### src/rtl/ram_arbiter.sv
// ram_arbiter: round-robin sequencer sharing one RAM port between 2*CPUS
// cache requesters. Requester r = 2*c is dcache c and r = 2*c+1 is icache c.
// A grant is registered in IDLE. The granted request is driven onto the RAM
// in BUSY until the RAM answers ACCESS. In that cycle the requester's wait
// drops combinationally.
//
// Optional build macro: ARB_TIMEOUT_EN adds the TIMEOUT parameter, a BUSY
// cycle counter and the sticky arb_timeout output.
//
// Ports:
//   CLK, RST          clock, asynchronous active-high reset
//   iREN/iaddr        icache read request / address per core
//   dREN/dWEN/daddr/  dcache read, write request, address and write data
//   dstore              per core
//   iwait/dwait       per-core waits (1 = not done)
//   iload/dload       per-core read data (ramload for the granted cache)
//   ramaddr/ramstore/ RAM request driven from the granted requester
//   ramREN/ramWEN
//   ramstate/ramload  RAM status (0 FREE, 1 BUSY, 2 ACCESS, 3 ERROR) and data
//   ram_err           sticky flag, set when ERROR is seen
//   arb_timeout       (ARB_TIMEOUT_EN only) sticky flag, set on a timeout abort
module ram_arbiter #(
  parameter int unsigned CPUS    = 2,
  parameter int unsigned WORD_W  = 32
`ifdef ARB_TIMEOUT_EN
  , parameter int unsigned TIMEOUT = 255
`endif
) (
  input  logic                     CLK,
  input  logic                     RST,
  input  logic [CPUS-1:0]          iREN,
  input  logic [CPUS*WORD_W-1:0]   iaddr,
  input  logic [CPUS-1:0]          dREN,
  input  logic [CPUS-1:0]          dWEN,
  input  logic [CPUS*WORD_W-1:0]   daddr,
  input  logic [CPUS*WORD_W-1:0]   dstore,
  output logic [CPUS-1:0]          iwait,
  output logic [CPUS-1:0]          dwait,
  output logic [CPUS*WORD_W-1:0]   iload,
  output logic [CPUS*WORD_W-1:0]   dload,
  output logic [WORD_W-1:0]        ramaddr,
  output logic [WORD_W-1:0]        ramstore,
  output logic                     ramREN,
  output logic                     ramWEN,
  input  logic [1:0]               ramstate,
  input  logic [WORD_W-1:0]        ramload,
  output logic                     ram_err
`ifdef ARB_TIMEOUT_EN
  , output logic                   arb_timeout
`endif
);

  localparam int unsigned NREQ = 2 * CPUS;
  localparam int unsigned GW   = (NREQ > 1) ? $clog2(NREQ) : 1;
  localparam int unsigned CIW  = (CPUS > 1) ? $clog2(CPUS) : 1;

  localparam logic [1:0] RS_ACCESS = 2'd2;
  localparam logic [1:0] RS_ERROR  = 2'd3;

`ifdef ARB_TIMEOUT_EN
  localparam int unsigned CNTW = ($clog2(TIMEOUT + 1) > 8) ? $clog2(TIMEOUT + 1) : 8;
`endif

  typedef enum logic {
    ST_IDLE = 1'b0,
    ST_BUSY = 1'b1
  } state_t;

  state_t          r_state, w_state_nxt;
  logic [GW-1:0]   r_grant, w_grant_nxt;
  logic [GW-1:0]   r_rr_ptr, w_rr_nxt;
  logic            r_err, w_err_nxt;

`ifdef ARB_TIMEOUT_EN
  logic [CNTW-1:0] r_cnt, w_cnt_nxt;
  logic            r_timeout, w_timeout_nxt;
`endif

  logic [NREQ-1:0] w_req;
  logic            w_found;
  logic [GW-1:0]   w_win;
  logic [GW-1:0]   w_idx;
  logic [CIW-1:0]  w_core;
  int unsigned     w_base;
  logic            w_is_d;
  logic            w_greq;
  logic [GW-1:0]   w_grant_inc;

  // Request vector: even slots are dcache, odd slots are icache.
  always_comb begin
    w_req = '0;
    for (int unsigned c = 0; c < CPUS; c++) begin
      w_req[2*c]   = dREN[c] | dWEN[c];
      w_req[2*c+1] = iREN[c];
    end
  end

  // First set requester at or after rr_ptr, wrapping.
  always_comb begin
    w_found = 1'b0;
    w_win   = '0;
    w_idx   = '0;
    for (int unsigned k = 0; k < NREQ; k++) begin
      w_idx = GW'((32'(r_rr_ptr) + k) % NREQ);
      if (!w_found && w_req[w_idx]) begin
        w_found = 1'b1;
        w_win   = w_idx;
      end
    end
  end

  // Decode of the current grant.
  always_comb begin
    w_core      = CIW'(r_grant >> 1);
    w_base      = 32'(w_core) * WORD_W;
    w_is_d      = ~r_grant[0];
    w_greq      = w_req[r_grant];
    w_grant_inc = (r_grant == GW'(NREQ - 1)) ? '0 : r_grant + 1'b1;
  end

  // Next-state, RAM steering and per-requester completion.
  always_comb begin
    w_state_nxt = r_state;
    w_grant_nxt = r_grant;
    w_rr_nxt    = r_rr_ptr;
    w_err_nxt   = r_err;
    ramaddr     = '0;
    ramstore    = '0;
    ramREN      = 1'b0;
    ramWEN      = 1'b0;
    iwait       = '1;
    dwait       = '1;
    iload       = '0;
    dload       = '0;
`ifdef ARB_TIMEOUT_EN
    w_cnt_nxt     = r_cnt;
    w_timeout_nxt = r_timeout;
`endif

    case (r_state)
      ST_IDLE: begin
        if (w_found) begin
          w_grant_nxt = w_win;
          w_state_nxt = ST_BUSY;
`ifdef ARB_TIMEOUT_EN
          w_cnt_nxt   = '0;
`endif
        end
      end

      ST_BUSY: begin
        if (w_is_d) begin
          ramaddr  = daddr[w_base +: WORD_W];
          ramstore = dstore[w_base +: WORD_W];
          ramWEN   = dWEN[w_core];
          // A write wins when both enables are set.
          ramREN   = dREN[w_core] & ~dWEN[w_core];
          dload[w_base +: WORD_W] = ramload;
        end else begin
          ramaddr  = iaddr[w_base +: WORD_W];
          ramREN   = 1'b1;
          iload[w_base +: WORD_W] = ramload;
        end

        if (!w_greq) begin
          // Requester gave up: abort without completion, keep rr_ptr.
          w_state_nxt = ST_IDLE;
        end else if (ramstate == RS_ACCESS) begin
          if (w_is_d) dwait[w_core] = 1'b0;
          else        iwait[w_core] = 1'b0;
          w_rr_nxt    = w_grant_inc;
          w_state_nxt = ST_IDLE;
        end else begin
          if (ramstate == RS_ERROR) w_err_nxt = 1'b1;
`ifdef ARB_TIMEOUT_EN
          w_cnt_nxt = r_cnt + 1'b1;
          // This cycle completes TIMEOUT BUSY cycles without ACCESS.
          if (r_cnt == CNTW'(TIMEOUT - 1)) begin
            w_timeout_nxt = 1'b1;
            w_rr_nxt      = w_grant_inc;
            w_state_nxt   = ST_IDLE;
          end
`endif
        end
      end

      default: w_state_nxt = ST_IDLE;
    endcase
  end

  // State registers.
  always_ff @(posedge CLK or posedge RST) begin
    if (RST) begin
      r_state  <= ST_IDLE;
      r_grant  <= '0;
      r_rr_ptr <= '0;
      r_err    <= 1'b0;
`ifdef ARB_TIMEOUT_EN
      r_cnt     <= '0;
      r_timeout <= 1'b0;
`endif
    end else begin
      r_state  <= w_state_nxt;
      r_grant  <= w_grant_nxt;
      r_rr_ptr <= w_rr_nxt;
      r_err    <= w_err_nxt;
`ifdef ARB_TIMEOUT_EN
      r_cnt     <= w_cnt_nxt;
      r_timeout <= w_timeout_nxt;
`endif
    end
  end

  assign ram_err = r_err;
`ifdef ARB_TIMEOUT_EN
  assign arb_timeout = r_timeout;
`endif

endmodule

### config.mk
export PLATFORM = sky130hd
export DESIGN_NAME = ram_arbiter
export DESIGN_NICKNAME = d
export VERILOG_FILES = /design/src/rtl/ram_arbiter.sv
export SDC_FILE = /design/constraint.sdc
export NUM_CORES = 1
export LEC_CHECK = 0
export BUFFER_PORTS_ARGS = -buffer_cell sky130_fd_sc_hd__buf_2
export CORE_AREA = 5 5 165 167
export CTS_BUF_LIST = sky130_fd_sc_hd__clkbuf_4 sky130_fd_sc_hd__clkbuf_8
export CTS_CLUSTER_DIAMETER = 100
export CTS_CLUSTER_SIZE = 20
export DETAILED_ROUTE_END_ITERATION = 10
export DIE_AREA = 0 0 170 172
export GPL_ROUTABILITY_DRIVEN = 0
export PLACE_DENSITY_LB_ADDON = 0.3
export SYNTH_ARGS = -nofsm -noshare
export SYNTH_HDL_FRONTEND = slang
export SYNTH_SLANG_ARGS = --single-unit
### constraint.sdc
create_clock -name CLK -period 3.05 [get_ports CLK]
set_input_delay 0.305 -clock CLK [delete_from_list [all_inputs] [get_ports CLK]]
set_output_delay 0.305 -clock CLK [all_outputs]
set_load 0.1 [all_outputs]
==> results.py, run 1 <==
metrics = {
    "outcome": {
        "status": "completed",
    },
    "clock_tree": {
        "cts_root_buf": "clkbuf_8",
        "cts.repair.resized": 0,
        "max-clock-path-buffers": 2,
        "insertion_delay_ns": 0.23,
        "cts_setup_buffers": 0,
        "cts-buffers-inserted": 3,
        "cts_tree": "built",
        "clk_pin_slew_worst_paths_ns": 0.04,
        "cts_max_level": 1,
        "cts.sinks": 6,
    },
    "worst_setup_path": {
        "startpoint": "r_grant[0]$_DFFE_PP0P_",
        "critPathRequiredTime_ns": 2.74,
        "worstReg2RegStart": "r_state$_DFF_PP0_",
        "worstPathArrival_ns": 2.15,
        "crit_path_end_kind": "output port",
        "start_kind": "flip-flop",
        "critPathMaxFanout": 17,
        "crit_type": "flip-flop to output port",
    },
    "layout": {
        "final_common_cell": "buf_2",
        "drive_gt1_share_pct": 63.9,
        "final_cell_mix": "buf_2, buf_12, and2_1, and3_1, nor2_1",
        "nNetsFinal": 998,
        "antenna_cells": 0,
        "area_delta_synth_final_pct": 173,
    },
    "die": {
        "fp.coreArea_um2": 25600,
        "die_w_um": 170,
        "chipHeight_um": 172,
        "floorplan.initialDensity_pct": 11.2,
        "dieArea_um2": 29200,
        "ios": 433,
        "fp-row-count": 59,
    },
    "route": {
        "drtPass1Iterations": 4,
        "avgRoutedWirePerCell_um": 17.2,
        "drtIter0Drc": 90,
        "drc_errors": 0,
        "vias": 4293,
        "final_antenna_net_count": 0,
        "routed_wl_mm": 18.8,
        "avgViaCountPerCell": 3.92,
    },
    "global_routing": {
        "grt_pass1_vias": 4549,
        "track_usage_pct": 11.6,
        "antenna_found_initial": 0,
        "grt_first_pass_wirelength_mm": 26.8,
        "grt_max_degree": 58,
        "gr-total-overflow": 0,
    },
    "timing": {
        "fin_skew_ns": 0.00502,
        "tightestPinTransition_ns": 0.544,
        "rsz0062_at_grt": "no",
        "finalCriticalPeriod_ns": 2.46,
        "hold_violations": 0,
        "report.final.slew_viol_count": 0,
        "whs_ns": 0.331,
        "fmax_ghz": 0.407,
        "fin_crit_sh_pct": 80.5,
        "tns_ns": 0,
        "relSlewSlack_pct": 63.7,
        "setup_viol": 0,
    },
    "placement": {
        "hpwl_mm": 16.4,
        "io_buffer_count": 432,
    },
    "synth": {
        "synth-seq-cells": 6,
        "syn-num-nets": 587,
        "ys_types": 33,
        "syn_inst": 349,
        "yosysSeqAreaShare_pct": 5.24,
        "synth_area_um2": 2870,
        "avgSynthCellArea_um2": 8.21,
        "yosys_warnings": 0,
    },
    "run": {
        "drv_cap": 0,
    },
    "min_path": {
        "hold_path.class": "primary input to flip-flop",
        "min_from": "ramstate[1]",
    },
}
state kept, by name (all words and copies together), names as in the netlist:
signal and flops:
ram_err 1, r_state 1, r_grant 2, r_rr_ptr 2
critical path, cell delays in order (launching register included):
cell	delay (ns)
dfrtp_2	0.48
buf_4	0.37
mux4_1	0.60
and2_1	0.18
buf_2	0.29
through the flow:
step	cell area [um2]	setup slack, ns	util (%)	cells
detailed placement	7760	0.767	30.3	1089
global route	7820	0.425	30.5	1094
finish	7820	0.594	30.5	1094
global placement	7760	0.792	30.3	1089
floorplan	2870	0.419	-	349
CTS	7820	0.516	30.5	1094
metal layers:
layer | up-vias | global-route usage, % | share of wire, %
met5 | - | 0 | 0
met1 | 1956 | 13.3 | 38
li1 | 2064 | - | -
met4 | 0 | 2.88 | 2.0
met3 | 18 | 3.22 | 9.8
met2 | 255 | 21.4 | 50
final cells by class:
cell class              instances  area (um2)
fillers                      2640       17800
inverters                       4        15.0
well taps                     335         419
repair buffers                444        4700
clock buffers                   4        48.8
multi-input cells             301        2480
flip-flops and latches          6         155
what timing repair did:
action	CTS	global route
setup endpoints to repair	0	0
hold buffers	1	0
hold endpoints to repair	6	0
logic make-up (layout without fill, tap and decap cells):
group	count (synthesis)	after routing	share of synthesized area [%]
compound gates	12	12	3.06
fa+ha+maj	4	4	1.75
buf+inv	42	452	8.08
flops	6	6	5.24
mux	69	69	38.3
simple gates	216	216	43.5
synth_stat cells:
| cell type | n | area share (%) |
|---|---|---|
| a21oi_1 | 3 | 0.52 |
| buf_12 | 2 | 1.4 |
| buf_4 | 3 | 0.79 |
| or3_1 | 2 | 0.44 |
| buf_2 | 6 | 1.0 |
| nor3_1 | 4 | 0.70 |
| mux4_1 | 1 | 0.92 |
| and2b_2 | 1 | 0.31 |
| buf_6 | 2 | 0.79 |
| clkbuf_1 | 19 | 2.5 |
| nor2_1 | 36 | 4.7 |
| a21oi_2 | 1 | 0.31 |
| mux2_2 | 1 | 0.39 |
| and3_1 | 66 | 14 |
| and2_1 | 96 | 21 |
| a211oi_1 | 1 | 0.26 |
| mux2i_1 | 34 | 12 |
| mux4_2 | 31 | 24 |
| mux2_1 | 2 | 0.79 |
| inv_1 | 4 | 0.52 |
| clkbuf_2 | 6 | 1.0 |
| ha_1 | 4 | 1.7 |
| nand2b_1 | 1 | 0.22 |
| nand2_1 | 6 | 0.79 |
| dfrtp_1 | 6 | 5.2 |
| o2111ai_1 | 2 | 0.61 |
| a21o_1 | 1 | 0.26 |
| o31a_1 | 1 | 0.31 |
| nor3b_1 | 3 | 0.79 |
| a31o_2 | 1 | 0.31 |
| o32ai_1 | 1 | 0.31 |
| o21ai_0 | 1 | 0.17 |
| or2_2 | 1 | 0.22 |
path summary, 6_finish.rpt:
path	slack (ns)	cells after the start	to
setup / recovery	0.59	4	ramaddr[31]
hold / removal	0.33	2	ram_err$_DFFE_PP0P_
setup reg to reg	1.28	3	r_rr_ptr[1]$_DFFE_PP0P_
hold reg to reg	0.46	1	ram_err$_DFFE_PP0P_
max in group asynchronous	2.27	3	r_grant[1]$_DFFE_PP0P_
min in group asynchronous	0.56	3	r_grant[1]$_DFFE_PP0P_
Power of run 1 is left out: the tool's default activity adds up to more than one toggle a clock period on the data nets, which glitch-free logic cannot reach.
==> inputs of run 2 (changes only) <==
Settings changed: CORE_AREA 5 5 165 167 to 5 5 164 166, DIE_AREA 0 0 170 172 to 0 0 169 171.
Clock period 3.05 ns to 2 ns, I/O delays scaled along.
==> run 2 against run 1 <==
The flow now finishes with violations (setup timing). Clock-buffer cell count unchanged. Register-to-register slack got worse by 1.1 ns. Highest routed layer unchanged. Die area down 1.2%. Critical path depth is 1 higher. First-iteration DRC count grew 68%.
==> results.py, run 2 (synthesis gave the netlist of run 1 again) <==
metrics = {
    "global_routing": {
        "gr-total-overflow": 0,
        "grt_first_pass_wirelength_mm": 28.4,
        "track_usage_pct": 12.3,
        "antenna_found_initial": 2,
        "grt_max_degree": 44,
        "grt_pass1_vias": 4698,
    },
    "worst_setup_path": {
        "critPathCapture": "dload[38]",
        "worstReg2RegStart": "r_grant[0]$_DFFE_PP0P_",
        "critPathRequiredTime_ns": 1.80,
        "critPathMaxFanout": 32,
        "r2r_slack_ns": 0.18,
        "start_kind": "flip-flop",
        "reg2reg_to": "r_rr_ptr[0]$_DFFE_PP0P_",
        "crit_type": "flip-flop to output port",
        "reg2reg_depth": 6,
        "startpoint": "r_grant[0]$_DFFE_PP0P_",
        "worstPathArrival_ns": 1.87,
        "crit_path_end_kind": "output port",
    },
    "clock_tree": {
        "cts_max_level": 1,
        "max-clock-path-buffers": 2,
        "insertion_delay_ns": 0.22,
        "cts_tree": "built",
        "cts_root_buf": "clkbuf_8",
        "clk_pin_slew_worst_paths_ns": 0.04,
        "cts-buffers-inserted": 3,
        "cts.sinks": 6,
    },
    "die": {
        "floorplan.initialDensity_pct": 11.3,
        "die_w_um": 169,
        "chipHeight_um": 171,
        "dieArea_um2": 28900,
        "ios": 433,
        "fp.coreArea_um2": 25500,
        "fp-row-count": 59,
    },
    "timing": {
        "fmax_ghz": 0.484,
        "hold_violations": 0,
        "fin_crit_sh_pct": 103,
        "rsz0062_at_grt": "yes",
        "finalCriticalPeriod_ns": 2.07,
        "fin_skew_ns": 0.00135,
        "setup_viol": 73,
        "relSlewSlack_pct": 66.7,
        "whs_ns": 0.238,
        "tightestPinTransition_ns": 0.503,
        "fin_ws_ns": -0.0682,
        "report.final.slew_viol_count": 0,
    },
    "placement": {
        "io_buffer_count": 432,
        "hpwl_mm": 16.8,
        "place_inst": 1093,
    },
    "layout": {
        "nNetsFinal": 1019,
        "drive_gt1_share_pct": 83.8,
        "multiInputGateArea_um2": 3020,
        "final-instance-count-excl-fill": 1117,
        "reg_top3": "r_grant (2), r_rr_ptr (2)",
        "final_cell_mix": "buf_2, buf_12, and2_2, and3_1, mux4_2",
        "final_common_cell": "buf_2",
        "nFillCells": 2515,
        "regArea_um2": 156,
        "area_delta_synth_final_pct": 219,
    },
    "route": {
        "drtIter0Drc": 151,
        "drtPass1Iterations": 4,
        "avgViaCountPerCell": 4.09,
        "avgRoutedWirePerCell_um": 18.7,
        "vias": 4571,
        "drc_errors": 0,
        "routed_wl_mm": 20.8,
        "final_antenna_net_count": 0,
    },
    "outcome": {
        "status": "complete, but fails checks",
        "violations": "setup timing",
    },
    "min_path": {
        "hold_path.class": "primary input to flip-flop",
        "holdPathStages": 2,
    },
    "run": {
        "drv_cap": 0,
    },
}
run 2: cell types whose count changed in the layout (fill, tap and decap cells not counted), moves of 33 or more:
cell	change
and2_1	-71
buf_2	-37
nor2_1	-33
and2_2	+60
run 2: area by class of cell:
| class | instances | share of cell area, % |
|---|---|---|
| Multi-Input combinational cell | 301 | 33.0 |
| Inverter | 4 | 0.205 |
| Antenna cell | 2 | 0.0548 |
| Tap cell | 335 | 4.59 |
| Sequential cell | 6 | 1.71 |
| Timing Repair Buffer | 465 | 59.9 |
| Clock buffer | 4 | 0.534 |
run 2: worst min-delay path by stage:
stage                start                       to  slack, ns
2_1_floorplan          RST   r_grant[0]$_DFFE_PP0P_     -0.009
3_3_place_gp           RST      ram_err$_DFFE_PP0P_       0.12
3_5_place_dp           RST  r_rr_ptr[1]$_DFFE_PP0P_       0.13
4_1_cts        ramstate[1]      ram_err$_DFFE_PP0P_       0.24
5_1_grt        ramstate[1]      ram_err$_DFFE_PP0P_       0.24
6_report       ramstate[1]      ram_err$_DFFE_PP0P_       0.24
run 2: routing by layer:
| layer | wire length (um) | up-vias | share of wire [%] | global-route usage (%) |
|---|---|---|---|---|
| met2 | 11200 | 275 | 54 | 23.7 |
| met3 | 1750 | 23 | 8.4 | 2.75 |
| met1 | 7560 | 2159 | 36 | 13.8 |
| li1 | - | 2114 | - | - |
| met4 | 308 | 0 | 1.5 | 2.84 |
| met5 | 0 | - | 0 | 0 |
run 2: worst max-delay path, stage by stage (launching register included):
cell and delay [ns]:
dfrtp_2 0.47, buf_12 0.18, and2b_4 0.36, buf_16 0.21, and3_1 0.23, buf_12 0.18
run 2: per-stage QoR:
stage / util [%] / worst slack [ns] / TNS (ns) / area [um2]
floorplan: - / -0.209 / -0.209 / 3170
global placement: 32.6 / 0.124 / 0 / 8310
detailed placement: 32.6 / 0.107 / 0 / 8310
CTS: 33.7 / -0.0936 / -0.649 / 8590
global route: 35.9 / -0.138 / -8.65 / 9140
finish: 35.9 / -0.0682 / -3.00 / 9140
run 2: timing repair:
item,4_1_cts,5_1_grt
endpoints found under the hold margin,6,0
setup endpoints to repair,104,124
resized for setup,60,79
gates cloned,1,6
pin swaps,2,14
buffers inserted,2,8
hold buffers,1,0
Power of run 2 is left out for the same reason.
